**config.mk**
```make
export PLATFORM = sky130hd
export DESIGN_NAME = hazard_scoreboard
export DESIGN_NICKNAME = d
export VERILOG_FILES = /design/src/rtl/hazard_scoreboard_pkg.sv /design/src/rtl/hazard_scoreboard_reg_counter.sv /design/src/rtl/hazard_scoreboard.sv
export SDC_FILE = /design/constraint.sdc
export NUM_CORES = 1
export LEC_CHECK = 0
export BUFFER_PORTS_ARGS = -buffer_cell sky130_fd_sc_hd__buf_4
export CORE_UTILIZATION = 35
export CTS_BUF_LIST = sky130_fd_sc_hd__clkbuf_16
export CTS_CLUSTER_SIZE = 25
export DETAILED_ROUTE_END_ITERATION = 8
export HOLD_SLACK_MARGIN = 0.03
export PLACE_DENSITY = 0.6
export SETUP_SLACK_MARGIN = 0.02
export SLEW_MARGIN = 20
export SYNTH_ARGS = -nofsm -noshare
export SYNTH_HDL_FRONTEND = slang
export SYNTH_SLANG_ARGS = --single-unit
```
**constraint.sdc**
```tcl
create_clock -name clk -period 9.8 [get_ports clk]
set_input_delay 1.96 -clock clk [delete_from_list [all_inputs] [get_ports clk]]
set_output_delay 1.96 -clock clk [all_outputs]
set_load 0.05 [all_outputs]
```
**src/rtl/hazard_scoreboard_pkg.sv**
```systemverilog
// hazard_scoreboard_pkg
//   Shared defaults for the load-use hazard scoreboard and the helper that
//   sizes its down-counters.
package hazard_scoreboard_pkg;

  localparam int HS_REG_AW    = 3;
  localparam int HS_LOAD_LAT  = 3;
  localparam int HS_ALU_FWD   = 2;
  localparam int HS_BR_FWD    = 0;
  localparam int HS_R0_ZERO   = 1;
  localparam int HS_MAX_STALL = 15;

  // Bits needed to hold values 0..max_val (never less than one bit).
  function automatic int cnt_width(input int max_val);
    return (max_val < 1) ? 1 : $clog2(max_val + 1);
  endfunction

endpackage

```
**src/rtl/hazard_scoreboard_reg_counter.sv**
```systemverilog
// hs_reg_counter
//   One register's "cycles until load data is written back" counter.
//   Loads LOAD_VAL on load (load beats decrement), otherwise counts down
//   to zero and holds there.
// Ports:
//   clk    rising-edge clock
//   rst_n  asynchronous active-low reset, clears the count
//   load   restart the count at LOAD_VAL
//   count  current remaining latency
module hs_reg_counter #(
  parameter int CW       = 2,
  parameter int LOAD_VAL = 3
) (
  input  logic          clk,
  input  logic          rst_n,
  input  logic          load,
  output logic [CW-1:0] count
);

  localparam logic [CW-1:0] LOAD_CNT = CW'(LOAD_VAL);

  logic [CW-1:0] count_reg;
  logic [CW-1:0] count_next;

  always_comb begin
    count_next = count_reg;
    if (load) begin
      count_next = LOAD_CNT;
    end else if (count_reg != '0) begin
      count_next = count_reg - 1'b1;
    end
  end

  always_ff @(posedge clk or negedge rst_n) begin
    if (!rst_n) begin
      count_reg <= '0;
    end else begin
      count_reg <= count_next;
    end
  end

  assign count = count_reg;

endmodule

```
**src/rtl/hazard_scoreboard.sv**
```systemverilog
// hazard_scoreboard
//   Load-use hazard detector for an in-order pipeline. Each architectural
//   register has a counter holding the cycles until an in-flight load's data
//   is written back. An ID instruction stalls when a source it reads is
//   still further away than the forwarding network can cover (branches
//   resolve in ID and therefore need the data earlier than ALU ops).
// Ports:
//   clk, rst_n              clock, asynchronous active-low reset
//   id_valid                valid instruction in ID
//   id_rs/id_rt             source registers, id_use_rs/id_use_rt read enables
//   id_is_branch            ID instruction resolves a branch in ID
//   id_load, id_dst         ID instruction is a load to id_dst
//   id_flush                ID instruction is being killed (no stall, no issue)
//   stat_clr                clear stall_cycles
//   ctrl_flush              bubble into EX (= stall)
//   PCwrite, Id_write       PC and IF/ID write enables (= ~stall)
//   busy_mask               bit i set while register i has a pending load
//   stall_cycles            saturating stall-cycle counter
//   stall_err               sticky: MAX_STALL consecutive stall cycles seen
module hazard_scoreboard
  import hazard_scoreboard_pkg::*;
#(
  parameter int REG_AW    = HS_REG_AW,
  parameter int LOAD_LAT  = HS_LOAD_LAT,
  parameter int ALU_FWD   = HS_ALU_FWD,
  parameter int BR_FWD    = HS_BR_FWD,
  parameter int R0_ZERO   = HS_R0_ZERO,
  parameter int MAX_STALL = HS_MAX_STALL
) (
  input  logic                   clk,
  input  logic                   rst_n,
  input  logic                   id_valid,
  input  logic [REG_AW-1:0]      id_rs,
  input  logic [REG_AW-1:0]      id_rt,
  input  logic                   id_use_rs,
  input  logic                   id_use_rt,
  input  logic                   id_is_branch,
  input  logic                   id_load,
  input  logic [REG_AW-1:0]      id_dst,
  input  logic                   id_flush,
  input  logic                   stat_clr,
  output logic                   ctrl_flush,
  output logic                   PCwrite,
  output logic                   Id_write,
  output logic [2**REG_AW-1:0]   busy_mask,
  output logic [15:0]            stall_cycles,
  output logic                   stall_err
);

  localparam int NUM_REGS = 2 ** REG_AW;
  localparam int CW       = cnt_width(LOAD_LAT);
  localparam int RW       = cnt_width(MAX_STALL);

  logic [CW-1:0] cnt [NUM_REGS];
  logic          stall;
  logic          issue;
  logic          hazard_rs;
  logic          hazard_rt;
  logic [31:0]   fwd_limit;

  logic [RW-1:0] run_reg, run_next;
  logic [15:0]   stall_cnt_reg, stall_cnt_next;
  logic          err_reg, err_next;

  generate
    for (genvar gi = 0; gi < NUM_REGS; gi++) begin : g_reg
      // Register 0 is hard-wired zero when R0_ZERO is set: never tracked.
      localparam bit IGNORE = (R0_ZERO != 0) && (gi == 0);
      logic load_en;

      assign load_en = !IGNORE && issue && (id_dst == REG_AW'(gi));

      hs_reg_counter #(
        .CW       (CW),
        .LOAD_VAL (LOAD_LAT)
      ) u_cnt (
        .clk   (clk),
        .rst_n (rst_n),
        .load  (load_en),
        .count (cnt[gi])
      );

      assign busy_mask[gi] = (cnt[gi] != '0);
    end
  endgenerate

  // A source is safe once its remaining latency is within forwarding reach.
  always_comb begin
    fwd_limit = id_is_branch ? 32'(BR_FWD) : 32'(ALU_FWD);
    hazard_rs = id_use_rs && !((R0_ZERO != 0) && (id_rs == '0)) &&
                (32'(cnt[id_rs]) > fwd_limit);
    hazard_rt = id_use_rt && !((R0_ZERO != 0) && (id_rt == '0)) &&
                (32'(cnt[id_rt]) > fwd_limit);
    stall     = id_valid && !id_flush && (hazard_rs || hazard_rt);
    issue     = id_valid && id_load && !stall && !id_flush;
  end

  assign ctrl_flush = stall;
  assign PCwrite    = ~stall;
  assign Id_write   = ~stall;

  always_comb begin
    run_next       = '0;
    err_next       = err_reg;
    stall_cnt_next = stall_cnt_reg;
    if (stall) begin
      run_next = (32'(run_reg) < MAX_STALL) ? run_reg + 1'b1 : run_reg;
      if (32'(run_reg) + 1 >= MAX_STALL) begin
        err_next = 1'b1;
      end
      if (stall_cnt_reg != 16'hFFFF) begin
        stall_cnt_next = stall_cnt_reg + 16'd1;
      end
    end
    // Clear wins over a same-cycle increment.
    if (stat_clr) begin
      stall_cnt_next = '0;
    end
  end

  always_ff @(posedge clk or negedge rst_n) begin
    if (!rst_n) begin
      run_reg       <= '0;
      stall_cnt_reg <= '0;
      err_reg       <= 1'b0;
    end else begin
      run_reg       <= run_next;
      stall_cnt_reg <= stall_cnt_next;
      err_reg       <= err_next;
    end
  end

  assign stall_cycles = stall_cnt_reg;
  assign stall_err    = err_reg;

endmodule

```
==> results of run 1 <==
-- cell type report --
type	count	area (um2)	area share, %
flip-flops and latches	37	926	31.4
inverters	29	109	3.69
clock buffers	5	125	4.24
clock inverters	3	42.5	1.44
well taps	77	96.3	3.27
multi-input cells	175	1300	44.0
repair buffers	47	353	12.0
-- per-stage QoR --
stage | instances | hold slack (ns)
3_5_place_dp | 365 | 0.448
6_report | 373 | 0.456
4_1_cts | 373 | 0.463
5_1_grt | 373 | 0.498
2_1_floorplan | 250 | 0.446
3_3_place_gp | 365 | 0.448
-- where the power goes --
group	leakage, uW	switching (uW)	total, uW	internal [uW]
clock network	0.0000852	63.1	183	120
logic	0.000791	181	313	132
registers	0.000485	34.8	223	188
total	0.00136	279	718	439
-- logic make-up (layout without fill, tap and decap cells) --
family                     after synthesis  in the layout  share of synthesized area, %
and+or+nand+nor                         81             81                          18.2
AOI/OAI and AO/OA                       56             56                          15.4
buffers and inverters                   38             84                          6.48
DFF                                     37             37                          39.0
muxes                                   15             15                          10.4
adders and majority gates               13             13                          6.85
xor gates and xnor gates                10             10                          3.69
-- how the worst max path moves through the flow --
stage	slack, ns	from	cells past startpoint	endpoint
2_1_floorplan	3.21	id_rt[0]	10	ctrl_flush
3_3_place_gp	3.46	id_rt[0]	11	ctrl_flush
3_5_place_dp	3.43	id_rs[0]	11	ctrl_flush
4_1_cts	3.42	id_rs[0]	11	ctrl_flush
5_1_grt	3.31	id_rs[0]	11	ctrl_flush
6_report	3.44	id_rs[0]	11	ctrl_flush
-- worst max-delay path, delay by kind of cell --
kind	cells	cell delay [ns]
and+or+nand+nor	2	0.13
buffers and inverters	4	0.67
adders and majority gates	1	0.30
muxes	1	0.55
AOI/OAI and AO/OA	3	0.79
-- cell usage in the layout, fill, tap and decap left out, types with 4 or more instances in the layout --
master	n
o21ai_0	15
clkbuf_16	5
buf_4	47
dfrtp_1	37
nor2_1	17
o31ai_1	14
nor3_1	5
or4_1	7
nor2b_1	5
mux2_2	6
or3_1	4
ha_1	13
a21oi_1	13
xor2_1	8
nor4_1	4
inv_1	30
nand2_1	13
nand3_1	10
mux4_1	4
-- per-layer routing --
metal  global-route usage, %  share of wire, %
met1                    22.3                47
met2                    25.9                46
met3                    3.54               4.6
met4                    5.70               1.9
met5                       0                 0
==> flow_summary.ini, run 1 <==
[job]
cap_violations = 0

[sta]
finalSetupViolCount = 0
tns_ns = 0
grt_setup_unrepaired = no
max_freq_mhz = 157
worst_slew_pin_slew_ns = 0.550
min_period_over_period_pct = 64.9
min_period_ns = 6.36
finClkSkew_ns = 0.00651
drv_slew = 0
slew_headroom_pct = 63.2
final_hold_viol_count = 0
worst_slack_ns = 3.44

[clock_tree]
cts_hold_buf = 0
cts.repair.resized = 0
cts_tree = done
cts_root_buf = clkbuf_16
htree_levels = 2
cts_buffer_depth = 2
clock_sinks = 37
cts_setup_buffers = 0
clock_latency_ns = 0.28
path_clk_slew_ns = 0.05
cts_made_buffers = 5

[synth]
synth_cell_types = 41
ys_top_cells_by_count = 37 x dfrtp_1, 29 x inv_1, 18 x nor2_1
yosysSeqAreaShare_pct = 39.0
avgSynthCellArea_um2 = 9.50
synthCells = 250
syn_area_um2 = 2370
synth.top_cell.area_share_pct = 39.0
synthArstFlopShare_pct = 100
synth_warnings = 0
post-synth-top-count-cell = dfrtp_1
synth-seq-cells = 37
synth-edff-count = 0
syn-num-nets = 281
synth_top_area_cell = dfrtp_1
synthTopCellsByArea = dfrtp_1 39%, ha_1 6.8%, inv_1 4.6%
synth_flop_cell = dfrtp_1

[route]
vias_per_cell = 5.38
num_vias = 2008
dr.first_iter.drc_count = 95
post-route-drc-count = 4
wl_um = 5480
first_pass_iters = 6
ant_nets = 0
wl_per_cell_um = 14.7

[worst_hold_path]
holdPathEnd = stall_err
hp-start = stall_err
hp-class = register to register
hold_path_depth = 1

[power]
p_leak_uw = 0.00136
ir_drop_mv = 0.200
finalPower_uw = 718
powerDensity_nw_per_um2 = 243

[cells_and_area]
area_growth_pct = 24.2
fin_nets = 326
final_area_um2 = 2950
nFillCells = 612
drive_gt1_share_pct = 22.0
utilization_pct = 45.7
diodes = 0

[global_route]
antenna_found_initial = 0
grt_pass1_wl_um = 9160
grt-ovfl-total = 0
first_global_vias = 1885
grt_max_degree = 38
grt.total_usage_pct = 16.4

[floorplanning]
dieArea_um2 = 7120
io_pins = 46
initial_core_util_pct = 36.8
die_h_um = 84.4
core_area_um2 = 6460
num_rows = 29
die_w_um = 84.4

[place]
placed_cell_area_um2 = 2780
place_ws_ns = 3.43
hpwl_um = 4110
port_buffers = 45
gp_congestion = 0.949

[critical_path]
critPathKind = input pin to primary output
cpMaxStageDelayCell = a2111oi_1
crit_chain = buf_4, mux4_1, nand2_1, o21ai_0, ha_1, o41a_1, a2111oi_1, nor2_2, buf_4, inv_1, buf_4
critPathMostFrequentCell = buf_4
crit_path_end_kind = primary output
r2r_slack_ns = 6.48
cp-start-kind = input pin
crit_path_max_incr_delay_ns = 0.58
path_max_fanout = 32
r2r-start = g_reg[5].u_cnt.count[1]
critPathArrivalTime_ns = 4.40
worstReg2RegEnd = stall_cycles[8]
worst_ep_required_time_ns = 7.84
rr_worst_depth = 10

[status]
violations = DRC
status = finished, violations left
Note: power is estimated with default switching activity, not from simulation.
==> run 2: changes to the inputs <==
- PLACE_DENSITY: 0.6 -> 0.62
- clock period: 9.8 -> 5.8 ns (I/O delays scaled with it)
==> run 2 against run 1 <==
Net effect: the run still ends with DRC left; sequential share of layout area rose by 0.31 points; flip-flop and latch count did not move; clock skew shrank 0.0031 ns; global-route usage decreased by 0.27 points; final cell count stayed put; core utilization decreased by 0.45 points; setup slack got worse by 2.5 ns; sequential power up 70%; first-iteration DRC count increased by 55%; combinational power is 69% higher; design area fell by 0.98%; largest power group unchanged; clock-buffer cell count unchanged.
==> flow_summary.ini, run 2 (synthesized netlist as in run 1, its figures left out) <==
[status]
status = finished, violations left
violations = DRC

[critical_path]
worst_ep_required_time_ns = 4.64
critPathMostFrequentCell = buf_4
crit_chain = buf_4, mux4_1, o21ai_0, ha_1, o41a_1, a2111oi_1, nor2_2, buf_4, inv_1, buf_4
crit_path_end_kind = primary output
cp-start-kind = input pin
critPathArrivalTime_ns = 3.71
crit_path_max_incr_delay_ns = 0.59
critPathKind = input pin to primary output
r2r-start = g_reg[5].u_cnt.count[1]
path_max_fanout = 32
cp-startpoint = id_rt[0]
cpMaxStageDelayCell = a2111oi_1

[sta]
max_freq_mhz = 206
fin_hold_ws_ns = 0.463
min_period_ns = 4.87
grt_setup_unrepaired = no
finalSetupViolCount = 0
worst_slew_pin_slew_ns = 0.555
drv_slew = 0
final_hold_viol_count = 0
finClkSkew_ns = 0.00345
slew_headroom_pct = 62.9
tns_ns = 0
min_period_over_period_pct = 83.9

[cells_and_area]
fin_nets = 326
final_cell_mix = 47 x buf_4, 37 x dfrtp_1, 30 x inv_1, 17 x nor2_1, 15 x o21ai_0
drive_gt1_share_pct = 22.0
area_growth_pct = 23.0
diodes = 0
layout_commonest_cell = buf_4
utilization_pct = 45.2

[floorplanning]
dieArea_um2 = 7120
initial_core_util_pct = 36.8
die_w_um = 84.4
core_area_um2 = 6460
num_rows = 29
io_pins = 46
die_h_um = 84.4

[power]
p_sw_uw = 471
p_leak_uw = 0.00135
ir_drop_mv = 0.248
internal_power_uw = 696
swShare_pct = 40.3
combPwrFrac_pct = 45.4
powerDensity_nw_per_um2 = 400
power_frac_seq_pct = 32.4
p_clk_share_pct = 22.1

[place]
hpwl_um = 4070
gp_congestion = 0.962
port_buffers = 45

[clock_tree]
cts_made_buffers = 5
cts_setup_buffers = 0
clock_latency_ns = 0.28
cts_tree = done
cts_root_buf = clkbuf_16
cts_buffer_depth = 2
htree_levels = 2
cts_hold_buf = 0
cts.repair.resized = 0
path_clk_slew_ns = 0.05
clock_sinks = 37

[route]
num_vias = 2056
first_pass_iters = 6
wl_um = 5520
dr.first_iter.drc_count = 147
post-route-drc-count = 6
wl_per_cell_um = 14.8
vias_per_cell = 5.51
ant_nets = 0

[worst_hold_path]
hp-start = stall_err
hp-class = register to register

[global_route]
grt-ovfl-total = 0
grt.total_usage_pct = 16.1
first_global_vias = 1876
grt_max_degree = 38
antenna_found_initial = 0
grt_pass1_wl_um = 9090

[job]
cap_violations = 0
==> run 2: cell count changes in the layout (fill, tap and decap cells not counted) <==
cell | before | now
bufinv_16 | 1 | 0
clkinv_2 | 0 | 2
clkinv_4 | 1 | 0
==> run 2: power by group through the flow <==
stage / Clock [uW] / Sequential (uW) / Combinational (uW)
2_1_floorplan: 0 / 361 / 410
3_3_place_gp: 0 / 380 / 518
3_5_place_dp: 0 / 380 / 532
4_1_cts: 267 / 376 / 536
5_1_grt: 277 / 384 / 588
6_report: 258 / 379 / 530
==> run 2: worst max-delay path, delay by kind of cell <==
kind,cells,cell delay [ns]
AO/OA/AOI/OAI,3,0.96
adder cells (fa/ha/maj),1,0.29
buffers and inverters,4,0.66
multiplexers,1,0.53
AND/OR/NAND/NOR,1,0.08
==> run 2: per-layer routing <==
metal	vias up	GRT usage (%)	routed length (um)
met3	4	2.56	217
met2	58	27.3	2680
met5	-	0	0
met1	991	21.3	2580
li1	1003	-	-
met4	0	4.78	52
==> run 2: final timing paths <==
check / slack, ns / cells past startpoint / end
hold / removal: 0.46 / 1 / stall_err
min in group asynchronous: 0.85 / 1 / stall_cycles[1]
max in group asynchronous: 4.62 / 1 / g_reg[0].u_cnt.count[1]
setup / recovery: 0.93 / 10 / ctrl_flush
hold reg to reg: 0.46 / 1 / stall_err
setup reg to reg: 2.40 / 10 / stall_cycles[8]
==> run 2: cell type report <==
cell class / instances / area [um2]
fillers: 635 / 3540
multi-input cells: 175 / 1300
flip-flops and latches: 37 / 926
repair buffers: 47 / 353
clock buffers: 5 / 125
inverters: 29 / 109
well taps: 77 / 96.3
clock inverters: 3 / 13.8
==> run 2: stage by stage <==
| stage | power, uW | area [um2] | worst slack, ns | cells |
|---|---|---|---|---|
| floorplan | 771 | 2370 | 0.809 | 250 |
| global route | 1250 | 2920 | 0.765 | 373 |
| finish | 1170 | 2920 | 0.934 | 373 |
| CTS | 1180 | 2920 | 0.928 | 373 |
| global placement | 898 | 2780 | 1.07 | 365 |
| detailed placement | 912 | 2780 | 1.02 | 365 |
